==> src/rtl/aes_seq_pkg.sv <==
// Shared types and constants for the AES block sequencer.
// Imported by the sequencer top and its block FIFO.
package aes_seq_pkg;

   typedef enum logic [1:0] {
      IDLE,
      ISSUE,
      GAP
   } seqState_t;

   localparam int BLK_W         = 128;
   localparam int WORD_W        = 32;
   localparam int WORDS_PER_BLK = 4;

   localparam logic TYPE_DATA = 1'b0;
   localparam logic TYPE_KEY  = 1'b1;

endpackage

==> src/rtl/aes_block_fifo.sv <==
// Small synchronous FIFO holding {type, block} entries.
// Clear wins over a simultaneous push or pop.
module aes_block_fifo
   import aes_seq_pkg::*;
#(
   parameter int WIDTH = BLK_W + 1,
   parameter int DEPTH = 2,
   parameter int CNT_W = 2
) (
   input  logic             clk,
   input  logic             rst,
   input  logic             clear,
   input  logic             push,
   input  logic [WIDTH-1:0] pushData,
   input  logic             pop,
   output logic [WIDTH-1:0] popData,
   output logic             full,
   output logic             empty,
   output logic [CNT_W-1:0] count
);

   localparam int AW = (DEPTH > 1) ? $clog2(DEPTH) : 1;

   logic [WIDTH-1:0] mem [DEPTH];
   logic [AW-1:0]    wrPtr;
   logic [AW-1:0]    rdPtr;
   logic             doPush;
   logic             doPop;

   assign full    = (count == CNT_W'(DEPTH));
   assign empty   = (count == '0);
   assign doPush  = push && !full && !clear;
   assign doPop   = pop && !empty && !clear;
   assign popData = mem[rdPtr];

   always_ff @(posedge clk) begin
      if (doPush) begin
         mem[wrPtr] <= pushData;
      end
   end

   always_ff @(posedge clk or posedge rst) begin
      if (rst) begin
         wrPtr <= '0;
         rdPtr <= '0;
         count <= '0;
      end else if (clear) begin
         wrPtr <= '0;
         rdPtr <= '0;
         count <= '0;
      end else begin
         if (doPush) begin
            wrPtr <= wrPtr + AW'(1);
         end
         if (doPop) begin
            rdPtr <= rdPtr + AW'(1);
         end
         unique case ({doPush, doPop})
            2'b10:   count <= count + CNT_W'(1);
            2'b01:   count <= count - CNT_W'(1);
            default: count <= count;
         endcase
      end
   end

endmodule

==> src/rtl/aes_block_sequencer.sv <==
// Assembles 32-bit words into AES key/data blocks, queues them,
// and issues them to the core as one-cycle load pulses.
module aes_block_sequencer
   import aes_seq_pkg::*;
#(
   parameter int FIFO_DEPTH = 2,
   parameter int CNT_W      = 2
) (
   input  logic              clk,
   input  logic              rst,
   input  logic              s_valid,
   output logic              s_ready,
   input  logic [WORD_W-1:0] s_data,
   input  logic              s_is_key,
   input  logic              flush,
   output logic [BLK_W-1:0]  aes_in_data,
   output logic              aes_load_key,
   output logic              aes_load_data,
   input  logic              aes_ready,
   output logic [CNT_W-1:0]  blocks_pending,
   output logic              key_loaded,
   output logic              err_no_key
);

   seqState_t        state;
   seqState_t        nextState;
   logic [1:0]       wordCnt;
   logic [95:0]      blkBuf;
   logic             typeBit;
   logic             accept;
   logic             lastWord;
   logic             fifoFull;
   logic             fifoEmpty;
   logic [BLK_W:0]   headEntry;
   logic             headType;
   logic             doIssue;
   logic             doDrop;

   assign s_ready  = !rst && !fifoFull && !flush;
   assign accept   = s_valid && s_ready;
   assign lastWord = (wordCnt == 2'(WORDS_PER_BLK - 1));
   assign headType = headEntry[BLK_W];

   aes_block_fifo #(
      .WIDTH (BLK_W + 1),
      .DEPTH (FIFO_DEPTH),
      .CNT_W (CNT_W)
   ) uFifo (
      .clk      (clk),
      .rst      (rst),
      .clear    (flush),
      .push     (accept && lastWord),
      .pushData ({typeBit, blkBuf, s_data}),
      .pop      (doIssue || doDrop),
      .popData  (headEntry),
      .full     (fifoFull),
      .empty    (fifoEmpty),
      .count    (blocks_pending)
   );

   always_ff @(posedge clk or posedge rst) begin
      if (rst) begin
         wordCnt <= '0;
         blkBuf  <= '0;
         typeBit <= TYPE_DATA;
      end else if (flush) begin
         wordCnt <= '0;
      end else if (accept) begin
         wordCnt <= wordCnt + 2'd1;
         unique case (wordCnt)
            2'd0: begin
               blkBuf[95:64] <= s_data;
               typeBit       <= s_is_key;
            end
            2'd1:    blkBuf[63:32] <= s_data;
            2'd2:    blkBuf[31:0]  <= s_data;
            default: blkBuf        <= blkBuf;
         endcase
      end
   end

   // Data blocks with no key yet are discarded at the head, not issued.
   always_comb begin
      nextState = state;
      doIssue   = 1'b0;
      doDrop    = 1'b0;
      unique case (state)
         IDLE: begin
            if (!fifoEmpty && aes_ready && !flush) begin
               if (headType == TYPE_KEY || key_loaded) begin
                  doIssue   = 1'b1;
                  nextState = ISSUE;
               end else begin
                  doDrop = 1'b1;
               end
            end
         end
         ISSUE:   nextState = GAP;
         GAP:     nextState = IDLE;
         default: nextState = IDLE;
      endcase
   end

   always_ff @(posedge clk or posedge rst) begin
      if (rst) begin
         state         <= IDLE;
         aes_in_data   <= '0;
         aes_load_key  <= 1'b0;
         aes_load_data <= 1'b0;
         key_loaded    <= 1'b0;
         err_no_key    <= 1'b0;
      end else begin
         state         <= nextState;
         aes_load_key  <= doIssue && (headType == TYPE_KEY);
         aes_load_data <= doIssue && (headType == TYPE_DATA);
         if (doIssue) begin
            aes_in_data <= headEntry[BLK_W-1:0];
         end
         if (doIssue && headType == TYPE_KEY) begin
            key_loaded <= 1'b1;
         end
         if (doDrop) begin
            err_no_key <= 1'b1;
         end
      end
   end

endmodule

==> config.mk <==
export PLATFORM = sky130hd
export DESIGN_NAME = aes_block_sequencer
export DESIGN_NICKNAME = d
export VERILOG_FILES = /design/src/rtl/aes_seq_pkg.sv /design/src/rtl/aes_block_fifo.sv /design/src/rtl/aes_block_sequencer.sv
export SDC_FILE = /design/constraint.sdc
export NUM_CORES = 1
export LEC_CHECK = 0
export ABC_AREA = 1
export BUFFER_PORTS_ARGS = -buffer_cell sky130_fd_sc_hd__buf_2
export CORE_MARGIN = 4
export CORE_UTILIZATION = 47
export CTS_BUF_LIST = sky130_fd_sc_hd__clkbuf_16
export DETAILED_ROUTE_END_ITERATION = 12
export GPL_ROUTABILITY_DRIVEN = 1
export PLACE_DENSITY_LB_ADDON = 0.12
export SLEW_MARGIN = 20
export SYNTH_ARGS = -nofsm -noshare
export SYNTH_HDL_FRONTEND = slang
export SYNTH_SLANG_ARGS = --single-unit
==> constraint.sdc <==
create_clock -name clk -period 6.8 [get_ports clk]
set_input_delay 0 -clock clk [delete_from_list [all_inputs] [get_ports clk]]
set_output_delay 0 -clock clk [all_outputs]
set_load 0.005 [all_outputs]
* After elaboration in Yosys (flattened, before gate mapping)
Memories as Yosys holds them, arrays and structs flattened.
Cells that the tools add are included.
** Operators by class
- Reduce and logical (&&, ||, !) cells :: 29
- Add/subtract/negate cells :: 5
- Bitwise gates (word level) :: 2
- Mux-type cells :: 19
- Equal/unequal tests :: 9
** Operators with widths (number)
- 1-bit logical AND :: 12
- 1-bit 2-to-1 mux :: 12
- 2-bit 2-to-1 mux :: 5
- 3-bit AND reduction :: 3
- 2-bit == test, second input constant :: 4
- 2-bit case mux with 2 select lines :: 2
- 2-bit by 1-bit == test with 1-bit output, second input constant :: 3
- 2-bit logical NOT :: 3
- 2-bit nonzero test :: 3
- 2-bit by 1-bit adder with 2-bit output, second input constant :: 2
- 1-bit logical NOT :: 4
- 2-bit != test, second input constant :: 2
- 3-bit nonzero test :: 1
- 1-bit adder, second input constant :: 2
- 1-bit logical OR :: 2
- 1-bit NOT :: 2
- 2-bit AND reduction :: 1
- 2-bit by 1-bit subtractor with 2-bit output, second input constant :: 1
** Storage, ports and cells
- Register bits :: 237
- Memories kept :: 1
- Memory bits (writable) :: 258
- Output and inout port bits :: 135
** Memories
- uFifo.mem :: depth 2, bits a word 129, read ports 1, clocked after Yosys merged registers in 0, wr ports 1, RTL line aes_block_fifo.sv:24 : logic [WIDTH-1:0] mem [DEPTH];

* Logic depth before layout (Yosys ltp)
Gate-level depths: netlist of run 1.
- Depth in word-level cells :: 12
- Depth in mapped cells :: 10

* Modules after synthesis
From an unflattened synthesis of run 1, not the netlist that was laid out.
** Second synthesis, totals
- Cells, all modules :: 1676
- Area total of the unflattened synthesis :: 18895.6 um^2
** By module, submodules not included
- aes_block_fifo :: cells an instance 715, instances 1, seq. area each 7847.5 um^2, area an instance 9618.0 um^2
- aes_block_sequencer :: cells an instance 961, instances 1, seq. area each 5830.6 um^2, area an instance 9277.6 um^2

* Worst setup path after synthesis of run 1
Ideal clock, no wire load.
- Path kind :: reg-to-reg
- Start point :: register wordCnt[0]
- End point :: memory uFifo.mem[1][0] (netlist bit) (enable)
- Arrival :: 6.074 ns
- Setup time :: 0.619 ns
- Data required time :: 6.181 ns
- Stages on the path, launching flop included :: 4
- Setup slack :: 0.107 ns
- Period minus slack after synthesis :: 6.693 ns
- Cells stage by stage :: dfrtp_1 -> ha_1 -> nand4_1 -> nor2_1
** Between the ends
- Longest elaborated chain between the ends :: 6
** RTL lines
- start, declared :: RTL line aes_block_sequencer.sv:27 : logic [1:0] wordCnt;
- start signal, assigned :: RTL line aes_block_sequencer.sv:69 : wordCnt <= wordCnt + 2'd1;
- 2-bit == test :: RTL line aes_block_sequencer.sv:41 : assign lastWord = (wordCnt == 2'(WORDS_PER_BLK - 1));
- 1-bit logical AND :: RTL line aes_block_sequencer.sv:52 : .push (accept && lastWord),
- 1-bit logical AND (2 in a row) :: RTL line aes_block_fifo.sv:32 : assign doPush = push && !full && !clear;
- 1-bit 2-to-1 mux :: RTL line aes_block_fifo.sv:37 : if (doPush) begin
- 1-bit 2-to-1 mux (implied by the code) :: RTL line aes_block_fifo.sv:38 : mem[wrPtr] <= pushData;
- end, declared :: RTL line aes_block_fifo.sv:24
No other way between the ends.

* Worst setup path after layout of run 1
- Start point :: register uFifo.count[0]
- End point :: memory uFifo.mem[0][46] (netlist bit) (enable)
** Between the ends
- Longest elaborated chain between the ends :: 10
** RTL lines
- start, declared :: RTL line aes_block_fifo.sv:19 : output logic [CNT_W-1:0] count
- start signal, assigned :: RTL line aes_block_fifo.sv:59 : 2'b10: count <= count + CNT_W'(1);
- start signal, assigned :: RTL line aes_block_fifo.sv:60 : 2'b01: count <= count - CNT_W'(1);
- start signal, assigned :: RTL line aes_block_fifo.sv:61 : default: count <= count;
- 2-bit == test (*) :: RTL line aes_block_fifo.sv:30 : assign full = (count == CNT_W'(DEPTH));
- 1-bit logical NOT (*) :: RTL line aes_block_fifo.sv:32, aes_block_sequencer.sv:39
- 1-bit logical AND (2 in a row) :: RTL line aes_block_sequencer.sv:39 : assign s_ready = !rst && !fifoFull && !flush;
- 1-bit logical AND :: RTL line aes_block_sequencer.sv:40 : assign accept = s_valid && s_ready;
- 1-bit logical AND :: RTL line aes_block_sequencer.sv:52
- 1-bit logical AND (*) (2 in a row) :: RTL line aes_block_fifo.sv:32
- 1-bit 2-to-1 mux (*) :: RTL line aes_block_fifo.sv:37
- 1-bit 2-to-1 mux (implied by the code) (*) :: RTL line aes_block_fifo.sv:38
Every way passes the cells marked *; elsewhere a longest branch is shown, timed or not.

==> impl_metrics.ini, run 1 <==
[synthesis]
synth_cells = 1241
post_synth.cell_area_avg_sq_um = 14.4
syn_area_sq_um = 17900
synth.area.top_cells = edfxtp_1 43%, dfrtp_1 33%, mux2i_1 7.2%
ys_types = 24
ys_seq_area_share_pct = 76.4
yosysWarnings = 0
synth_nets = 1283
ys_seq_elements = 495
yosys.area.top_type = edfxtp_1
netlist.area_leader.share_pct = 43.3

[route]
num_vias = 9738
drt-pass1-iter-count = 4
drc = 0
ant_nets = 0
drt_iter0_drc = 587
wl_met3_microns = 1570
wl_per_cell_microns = 17.5
met1_length_microns = 16400
met2_length_microns = 16400
top_layer = met4
wl_microns = 35000
via_per_inst = 4.86

[clock_tree]
cts-root-buf = clkbuf_16
post-cts-setup-buffers = 0
clk_latency_ps = 570
cts_buffers = 51
clock_path_buffers = 3
htreeDepth = 2
clk_pin_slew_ps = 60
clock-sinks = 495
cts_tree = built

[worst_setup_path]
critPathSlowestCell = buf_4
path_buf_inv = 3
required_ps = 6990
endpoint = uFifo.mem[0][46]$_DFFE_PP_
critPathMaxFanout = 67
reg2reg_to = uFifo.mem[0][46]$_DFFE_PP_
path_class = reg -> reg
crit_cells = 7
startpoint = uFifo.count[0]$_DFFE_PP0P_
cpPeakStageDelay_ps = 800
rr_worst_depth = 7
cp_data_arrival_time_ps = 3090
start_kind = flip-flop
reg2reg_from = uFifo.count[0]$_DFFE_PP0P_
end_kind = flip-flop
cp_top_family = buffers and inverters
regToRegSetupSlack_ps = 3890
cp_cell_sequence = inv_1, nand2_1, nand2_2, nor2_8, nand3_1, inv_6, buf_4

[sta]
slew_viol_final = 0
post-route-period-util_pct = 42.8
relSlewSlack_pct = 31.1
setup_tns_ps = 0
hold_viol = 0
fin_crit_ps = 2910
tightest_slew_ps = 1030
grt_setup_unrepaired = false
finalClockSkew_ps = 17.3
max_freq_mhz = 344
setup_viol_count_final = 0

[die]
die_y_microns = 203
io_pins = 173
die-area_sq_um = 41300
core-area_sq_um = 37700
die_w_microns = 203
rows = 71
initial_utilization_pct = 47.6

[hold_path]
hold_path.class = in -> async

[power_and_ir_drop]
p_leak_nw = 8.83
power.density_nw_per_um2 = 380
power_mw = 8.02
peakVddDrop_uv = 204

[cells_and_area]
num_antenna_cells = 0
final_common_cell = edfxtp_1
fin_nets = 1493
mostFrequentLayoutCells = 258 x edfxtp_1, 243 x nand2_1, 236 x dfrtp_1
area_growth_pct = 17.9
drive_gt1_share_pct = 17.8

[outcome]
outcome = complete, no violations

[grt]
grt_start_max_net_pins = 211
grt_use_total_pct = 17.2
antenna_found_initial = 0
grt_pass1_wl_microns = 56300
grt-ovfl-total = 0
grt_pass1_vias = 10000

[job]
maxCapViolCount = 0

[placed_design]
place_congestion = 0.765
place.detailed.hpwl_microns = 19800
port_buffers = 172
==> layout make-up <==
type	count	area, sq um
Inverter	50	200
Clock buffer	54	1350
Timing Repair Buffer	219	1340
Clock inverter	40	298
Sequential cell	495	13700
Tap cell	511	639
Multi-Input combinational cell	634	3610
Fill cell	3215	16500
==> layer usage <==
metal / global-route usage (%) / up-vias
li1: - / 4769
met1: 24.8 / 4731
met2: 27.3 / 194
met3: 3.01 / 44
met4: 4.87 / 0
met5: 0 / -
==> report_power, final <==
group / switching (mW) / internal [mW] / total (mW)
combinational: 0.618 / 0.568 / 1.19
clock: 1.11 / 1.61 / 2.72
sequential: 0.356 / 3.76 / 4.11
==> worst reg2reg max path, cell delays in order, from the launching register on <==
cell	delay, ps
dfrtp_1	410
inv_1	80
nand2_1	110
nand2_2	120
nor2_8	200
nand3_1	190
inv_6	550
buf_4	810
==> registers in the layout, indices dropped and copies added (netlist names), 2 cells and up <==
register	cells
wordCnt	2
uFifo.count	2
state	2
aes_in_data	128
uFifo.mem	258
blkBuf	96
==> synthesized netlist by cell type <==
cell type / instances
dfrtp_1: 237
ha_1: 4
a21oi_1: 1
inv_1: 50
nand3_1: 9
o21bai_1: 1
o21ai_2: 5
edfxtp_1: 258
buf_4: 2
nand3_4: 1
clkbuf_1: 3
nand2_1: 243
nand4_1: 1
buf_2: 29
and2_4: 1
nand2_2: 2
nand2_4: 3
nor2_8: 1
buf_6: 21
clkbuf_2: 7
o21ai_0: 100
mux2i_1: 128
nor2_1: 9
o21ai_1: 125
==> kinds of logic after synthesis <==
logic type               count (synthesis)  share of synthesized area [%]
buffers and inverters                  112                           3.52
adder cells (fa/ha/maj)                  4                          0.279
multiplexers                           128                           7.15
AND/OR/NAND/NOR                        270                           6.08
AO/OA/AOI/OAI                          232                           6.60
flip-flops                             495                           76.4
==> what timing repair did <==
action | in CTS | in global routing
endpoints found under the hold margin | 274 | 0
hold buffers | 40 | 0
resized for setup | 0 | 0
==> stage by stage <==
step | std cells | hold slack (ps) | worst slack (ps) | cell area, sq um | utilization, %
CTS | 2003 | 138 | 3800 | 21100 | 56.1
global route | 2003 | 167 | 3650 | 21100 | 56.1
floorplan | 1241 | 98.9 | 107 | 17900 | -
detailed placement | 1869 | 214 | 3830 | 19100 | 50.6
global placement | 1869 | 207 | 3870 | 19100 | 50.6
finish | 2003 | 95.6 | 3890 | 21100 | 56.1
==> how the worst min path moves through the flow <==
stage	start	endpoint	slack, ps	cells after the start
after floorplan	s_data[0]	uFifo.mem[0][0]$_DFFE_PP_	100	0
after global placement	s_data[25]	uFifo.mem[1][25]$_DFFE_PP_	210	1
after detailed placement	s_data[31]	uFifo.mem[1][31]$_DFFE_PP_	210	1
after CTS	s_data[5]	uFifo.mem[0][5]$_DFFE_PP_	140	2
after global routing	s_data[27]	uFifo.mem[0][27]$_DFFE_PP_	170	2
final	rst	uFifo.count[0]$_DFFE_PP0P_	100	3
(Power assumes the default switching activity.)
==> run 2, diff against run 1 <==
==> constraint.sdc (replaced) <==
create_clock -name clk -period 2.55 [get_ports clk]
set_input_delay 0 -clock clk [delete_from_list [all_inputs] [get_ports clk]]
set_output_delay 0 -clock clk [all_outputs]
set_load 0.005 [all_outputs]
==> run 2 against run 1 <==
- clock power rose by 150%
- via count rose by 0.73%
- maximum frequency grew 25%
- critical path type unchanged
- largest cell class unchanged
- register-to-register slack got worse by 3700 ps
- final cell count up 0.90%
- core utilization grew 0.48 points
- sequential share of layout area decreased by 0.54 points
- first-iteration DRC count shrank 4.8%
- critical path depth grew 1
- sequential cell count unchanged
- design area increased by 0.85%
==> impl_metrics.ini, run 2 (synthesis results as in run 1) <==
[sta]
post-route-period-util_pct = 91.3
setup_viol_count_final = 0
finalClockSkew_ps = 12.3
max_freq_mhz = 430
hold_viol = 0
grt_setup_unrepaired = false
relSlewSlack_pct = 47.0
tightest_slew_ps = 795
slew_viol_final = 0
fin_crit_ps = 2330

[die]
core-area_sq_um = 37700
die-area_sq_um = 41300
io_pins = 173
rows = 71
initial_utilization_pct = 47.6
die_y_microns = 203
die_w_microns = 203

[cells_and_area]
regMostFlops = uFifo.mem
fin_nets = 1510
area_growth_pct = 18.9
num_antenna_cells = 0
largestRegisters = uFifo.mem (258), aes_in_data (128), blkBuf (96)
mostFrequentLayoutCells = 258 x edfxtp_1, 242 x nand2_1, 236 x dfrtp_1
final_common_cell = edfxtp_1
drive_gt1_share_pct = 18.7
final_cells = 2021
fin_area_sq_um = 21300
largest_reg_flops = 258

[power_and_ir_drop]
peakVddDrop_uv = 540
combPwrFrac_pct = 15.3
power.density_nw_per_um2 = 981
switching_power_mw = 5.45
p_sw_share_pct = 26.1
p_leak_nw = 8.92
pwr-share-clk_pct = 32.5
intPower_mw = 15.4
seq_power_share_pct = 52.1

[clock_tree]
clock-sinks = 495
cts_tree = built
htreeDepth = 2
cts_buffers = 51
clk_latency_ps = 570
cts-root-buf = clkbuf_16
clk_pin_slew_ps = 60
ctsResizeCount = 0
clock_path_buffers = 3

[worst_setup_path]
critPathMaxFanout = 3
start_kind = flip-flop
path_class = reg -> reg
required_ps = 3000
cp_data_arrival_time_ps = 2780
end_kind = flip-flop
rr_worst_depth = 8

[hold_path]
hold_path.class = in -> reg
hold_depth = 2

[outcome]
outcome = complete, no violations

[route]
via_per_inst = 4.85
drt_iter0_drc = 559
ant_nets = 0
drt-pass1-iter-count = 4
drc = 0
wl_microns = 34800
wl_per_cell_microns = 17.2
num_vias = 9809

[placed_design]
port_buffers = 172
place_congestion = 0.758
dpl_cell_area_sq_um = 19300
place_inst = 1885
place.detailed.hpwl_microns = 21100

[grt]
grt_pass1_wl_microns = 55700
grt_use_total_pct = 17.1
grt_pass1_vias = 10000
grt-ovfl-total = 0
antenna_found_initial = 0
grt_start_max_net_pins = 96

[job]
maxCapViolCount = 0
[run 2: cell types whose count changed in the layout (fill, tap and decap cells not counted), moves of 2 or more]
cell        before  now
clkinvlp_4       1    3
buf_4            5   10
clkinv_1        13   10
buf_12           2   13
inv_1           59   66
bufinv_16        5    1
[run 2: final timing paths]
path,startpoint,to,slack (ps)
max,state[0]$_DFFE_PP0P_,uFifo.count[1]$_DFFE_PP0P_,220
min,s_data[4],uFifo.mem[1][4]$_DFFE_PP_,170
max reg2reg,state[0]$_DFFE_PP0P_,uFifo.count[1]$_DFFE_PP0P_,220
min reg2reg,state[1]$_DFFE_PP0P_,state[1]$_DFFE_PP0P_,430
max in group asynchronous,rst,aes_in_data[34]$_DFFE_PP0P_,920
min in group asynchronous,rst,typeBit$_DFFE_PP0P_,590
[run 2: metrics by stage]
step / utilization (%) / TNS (ps) / power, mW / hold slack, ps / setup slack (ps)
after CTS: 56.5 / 0 / 21.2 / 134 / 260
after floorplan: - / -280350 / 12.6 / 98.9 / -585
final: 56.5 / 0 / 20.9 / 174 / 222
after detailed placement: 51.3 / 0 / 14.3 / 51.7 / 555
after global placement: 51.3 / 0 / 14.2 / 41.3 / 581
after global routing: 56.5 / 0 / 22.1 / 154 / 61.9
[run 2: repair_timing]
action,4_1_cts,5_1_grt
buffers inserted,0,0
setup endpoints to repair,0,0
endpoints found under the hold margin,357,0
hold buffers,41,0
[run 2: critical path, cell delays in order, from the launching register on]
cell	delay [ps]
dfrtp_1	380
nor2_1	260
inv_1	70
nor2_1	160
a21oi_1	90
dlygate4sd3_1	570
nand2_1	70
nand2_1	50
dlygate4sd3_1	550
[run 2: power groups by stage]
stage / Clock (mW) / Sequential [mW] / Combinational [mW]
6_report: 6.80 / 10.9 / 3.20
5_1_grt: 7.35 / 11.1 / 3.66
4_1_cts: 7.00 / 10.9 / 3.31
3_5_place_dp: 0 / 11.1 / 3.24
3_3_place_gp: 0 / 11.0 / 3.19
2_1_floorplan: 0 / 11.0 / 1.65
[run 2: cell type report]
class,count,area [sq um]
Clock buffer,54,1350
Clock inverter,41,196
Fill cell,3129,16400
Inverter,50,195
Multi-Input combinational cell,634,3630
Sequential cell,495,13700
Tap cell,511,639
Timing Repair Buffer,236,1610
[run 2: per-layer routing]
| layer | vias to the layer above | GRT usage, % | wire (microns) |
|---|---|---|---|
| met5 | - | 0 | 0 |
| met3 | 63 | 2.97 | 1570 |
| met1 | 4750 | 24.5 | 16100 |
| met4 | 0 | 5.81 | 884 |
| met2 | 203 | 26.8 | 16200 |
| li1 | 4793 | - | - |
==> run 3, diff against run 2 <==
--- a/config.mk
+++ b/config.mk
@@ -7,8 +7,10 @@
 export LEC_CHECK = 0
 export ABC_AREA = 1
 export BUFFER_PORTS_ARGS = -buffer_cell sky130_fd_sc_hd__buf_2
+export CELL_PAD_IN_SITES_DETAIL_PLACEMENT = 2
+export CELL_PAD_IN_SITES_GLOBAL_PLACEMENT = 2
 export CORE_MARGIN = 4
-export CORE_UTILIZATION = 47
+export CORE_UTILIZATION = 38
 export CTS_BUF_LIST = sky130_fd_sc_hd__clkbuf_16
 export DETAILED_ROUTE_END_ITERATION = 12
 export GPL_ROUTABILITY_DRIVEN = 1
==> run 3 against run 2 <==
- total power rose by 0.70%
- critical path depth fell by 1
- register-to-register slack improved by 200 ps
- sequential power barely moved
- critical path type unchanged
- largest cell class unchanged
==> impl_metrics.ini, run 3 (synthesis results as in run 1) <==
[outcome]
outcome = complete, no violations

[die]
initial_utilization_pct = 38.5
core-area_sq_um = 46600
die_y_microns = 225
die_w_microns = 225
rows = 79
die-area_sq_um = 50700
io_pins = 173

[placed_design]
dp_slack_ps = 478
dpl_cell_area_sq_um = 19500
port_buffers = 172
place.detailed.hpwl_microns = 26000
place_congestion = 0.693

[power_and_ir_drop]
power.density_nw_per_um2 = 987
p_leak_nw = 8.87
peakVddDrop_uv = 434
power_mw = 21.0

[cells_and_area]
mostFrequentLayoutCells = 258 x edfxtp_1, 242 x nand2_1, 236 x dfrtp_1
largest_reg_flops = 258
area_growth_pct = 19.1
regMostFlops = uFifo.mem
n_fill_cell = 4504
final_common_cell = edfxtp_1
final_util_pct = 45.8
fin_nets = 1507
num_antenna_cells = 0
fin_area_sq_um = 21300
largestRegisters = uFifo.mem (258), aes_in_data (128), blkBuf (96)
drive_gt1_share_pct = 18.3

[sta]
fin_crit_ps = 2130
setup_tns_ps = 0
grt_setup_unrepaired = false
hold_viol = 0
post-route-period-util_pct = 83.6
fin_ws_ps = 419
setup_viol_count_final = 0
tightest_slew_ps = 1020
slew_viol_final = 0
max_freq_mhz = 469
finalClockSkew_ps = 17.3
relSlewSlack_pct = 31.7

[grt]
grt_pass1_wl_microns = 67600
grt_start_max_net_pins = 131
antenna_found_initial = 0
grt_pass1_vias = 11600
grt-ovfl-total = 0
grt_use_total_pct = 17.0

[worst_setup_path]
path_class = reg -> reg
critPathMaxFanout = 87
startpoint = uFifo.rdPtr$_DFFE_PP0P_
endpoint = aes_in_data[92]$_DFFE_PP0P_
reg2reg_from = uFifo.rdPtr$_DFFE_PP0P_
reg2reg_to = aes_in_data[92]$_DFFE_PP0P_
start_kind = flip-flop
end_kind = flip-flop
rr_worst_depth = 7
cp_data_arrival_time_ps = 2610
required_ps = 3030
regToRegSetupSlack_ps = 420

[route]
drc = 0
drt-pass1-iter-count = 4
wl_per_cell_microns = 20.0
wl_microns = 42300
drt_iter0_drc = 588
num_vias = 10300
via_per_inst = 4.88
ant_nets = 0

[clock_tree]
clock-sinks = 495
clk_pin_slew_ps = 60
cts-root-buf = clkbuf_16
clk_latency_ps = 580
htreeDepth = 2
clock_path_buffers = 3
post-cts-setup-buffers = 0
cts_tree = built
cts_buffers = 52

[job]
maxCapViolCount = 0

[hold_path]
hold_path.class = in -> async
==> run 3: cell types whose count changed in the layout (fill, tap and decap cells not counted), sizes merged <==
| cell | previous run | this run |
|---|---|---|
| dlygate4sd3 | 41 | 38 |
| clkinv | 20 | 21 |
| buf | 195 | 194 |
| clkbuf | 54 | 53 |
| bufinv | 1 | 0 |
==> run 3: area by class of cell <==
cell class	count	area [sq um]	area share [%]
tap	607	759	3.56
timing repair buffer	232	1570	7.36
clock inverter	41	166	0.780
clock buffer	53	1330	6.22
multi-input combinational	634	3630	17.0
inverter	50	195	0.915
sequential	495	13700	64.2
==> run 3: repair_timing <==
item | CTS | global route
hold buffers | 38 | 0
setup endpoints to repair | 0 | 0
gates resized for setup | 0 | 0
hold endpoints to repair | 189 | 0
==> run 3: worst min path at each step <==
stage	endpoint	depth (start not counted)	slack, ps
floorplan	uFifo.mem[0][0]$_DFFE_PP_	0	100
global placement	uFifo.mem[0][12]$_DFFE_PP_	1	210
detailed placement	uFifo.mem[0][12]$_DFFE_PP_	1	210
CTS	uFifo.mem[1][30]$_DFFE_PP_	2	120
global route	uFifo.mem[1][29]$_DFFE_PP_	2	150
finish	aes_in_data[89]$_DFFE_PP0P_	3	140
==> run 3: report_power, final <==
| group | internal, mW | switching [mW] |
|---|---|---|
| Sequential | 10.0 | 0.940 |
| Combinational | 1.54 | 1.81 |
| Clock | 3.72 | 3.01 |
| Total | 15.3 | 5.75 |
==> run 3: per-layer routing <==
layer | track usage [%] | routed length [microns]
met5 | 0 | 0
met1 | 23.1 | 19100
met2 | 28.7 | 20800
met3 | 2.88 | 1590
met4 | 4.83 | 914
==> run 3: critical path, cell delays in order (launching register included) <==
cell and delay, ps:
dfrtp_4 500, nand2_1 70, and2_4 160, nand2_2 70, nand3_4 100, buf_4 690, nand2_1 180, o21ai_1 170
==> run 3: through the flow <==
step,hold WS (ps),cells
6_report,136,2112
3_3_place_gp,206,1980
2_1_floorplan,98.9,1241
5_1_grt,150,2112
4_1_cts,121,2112
3_5_place_dp,210,1980
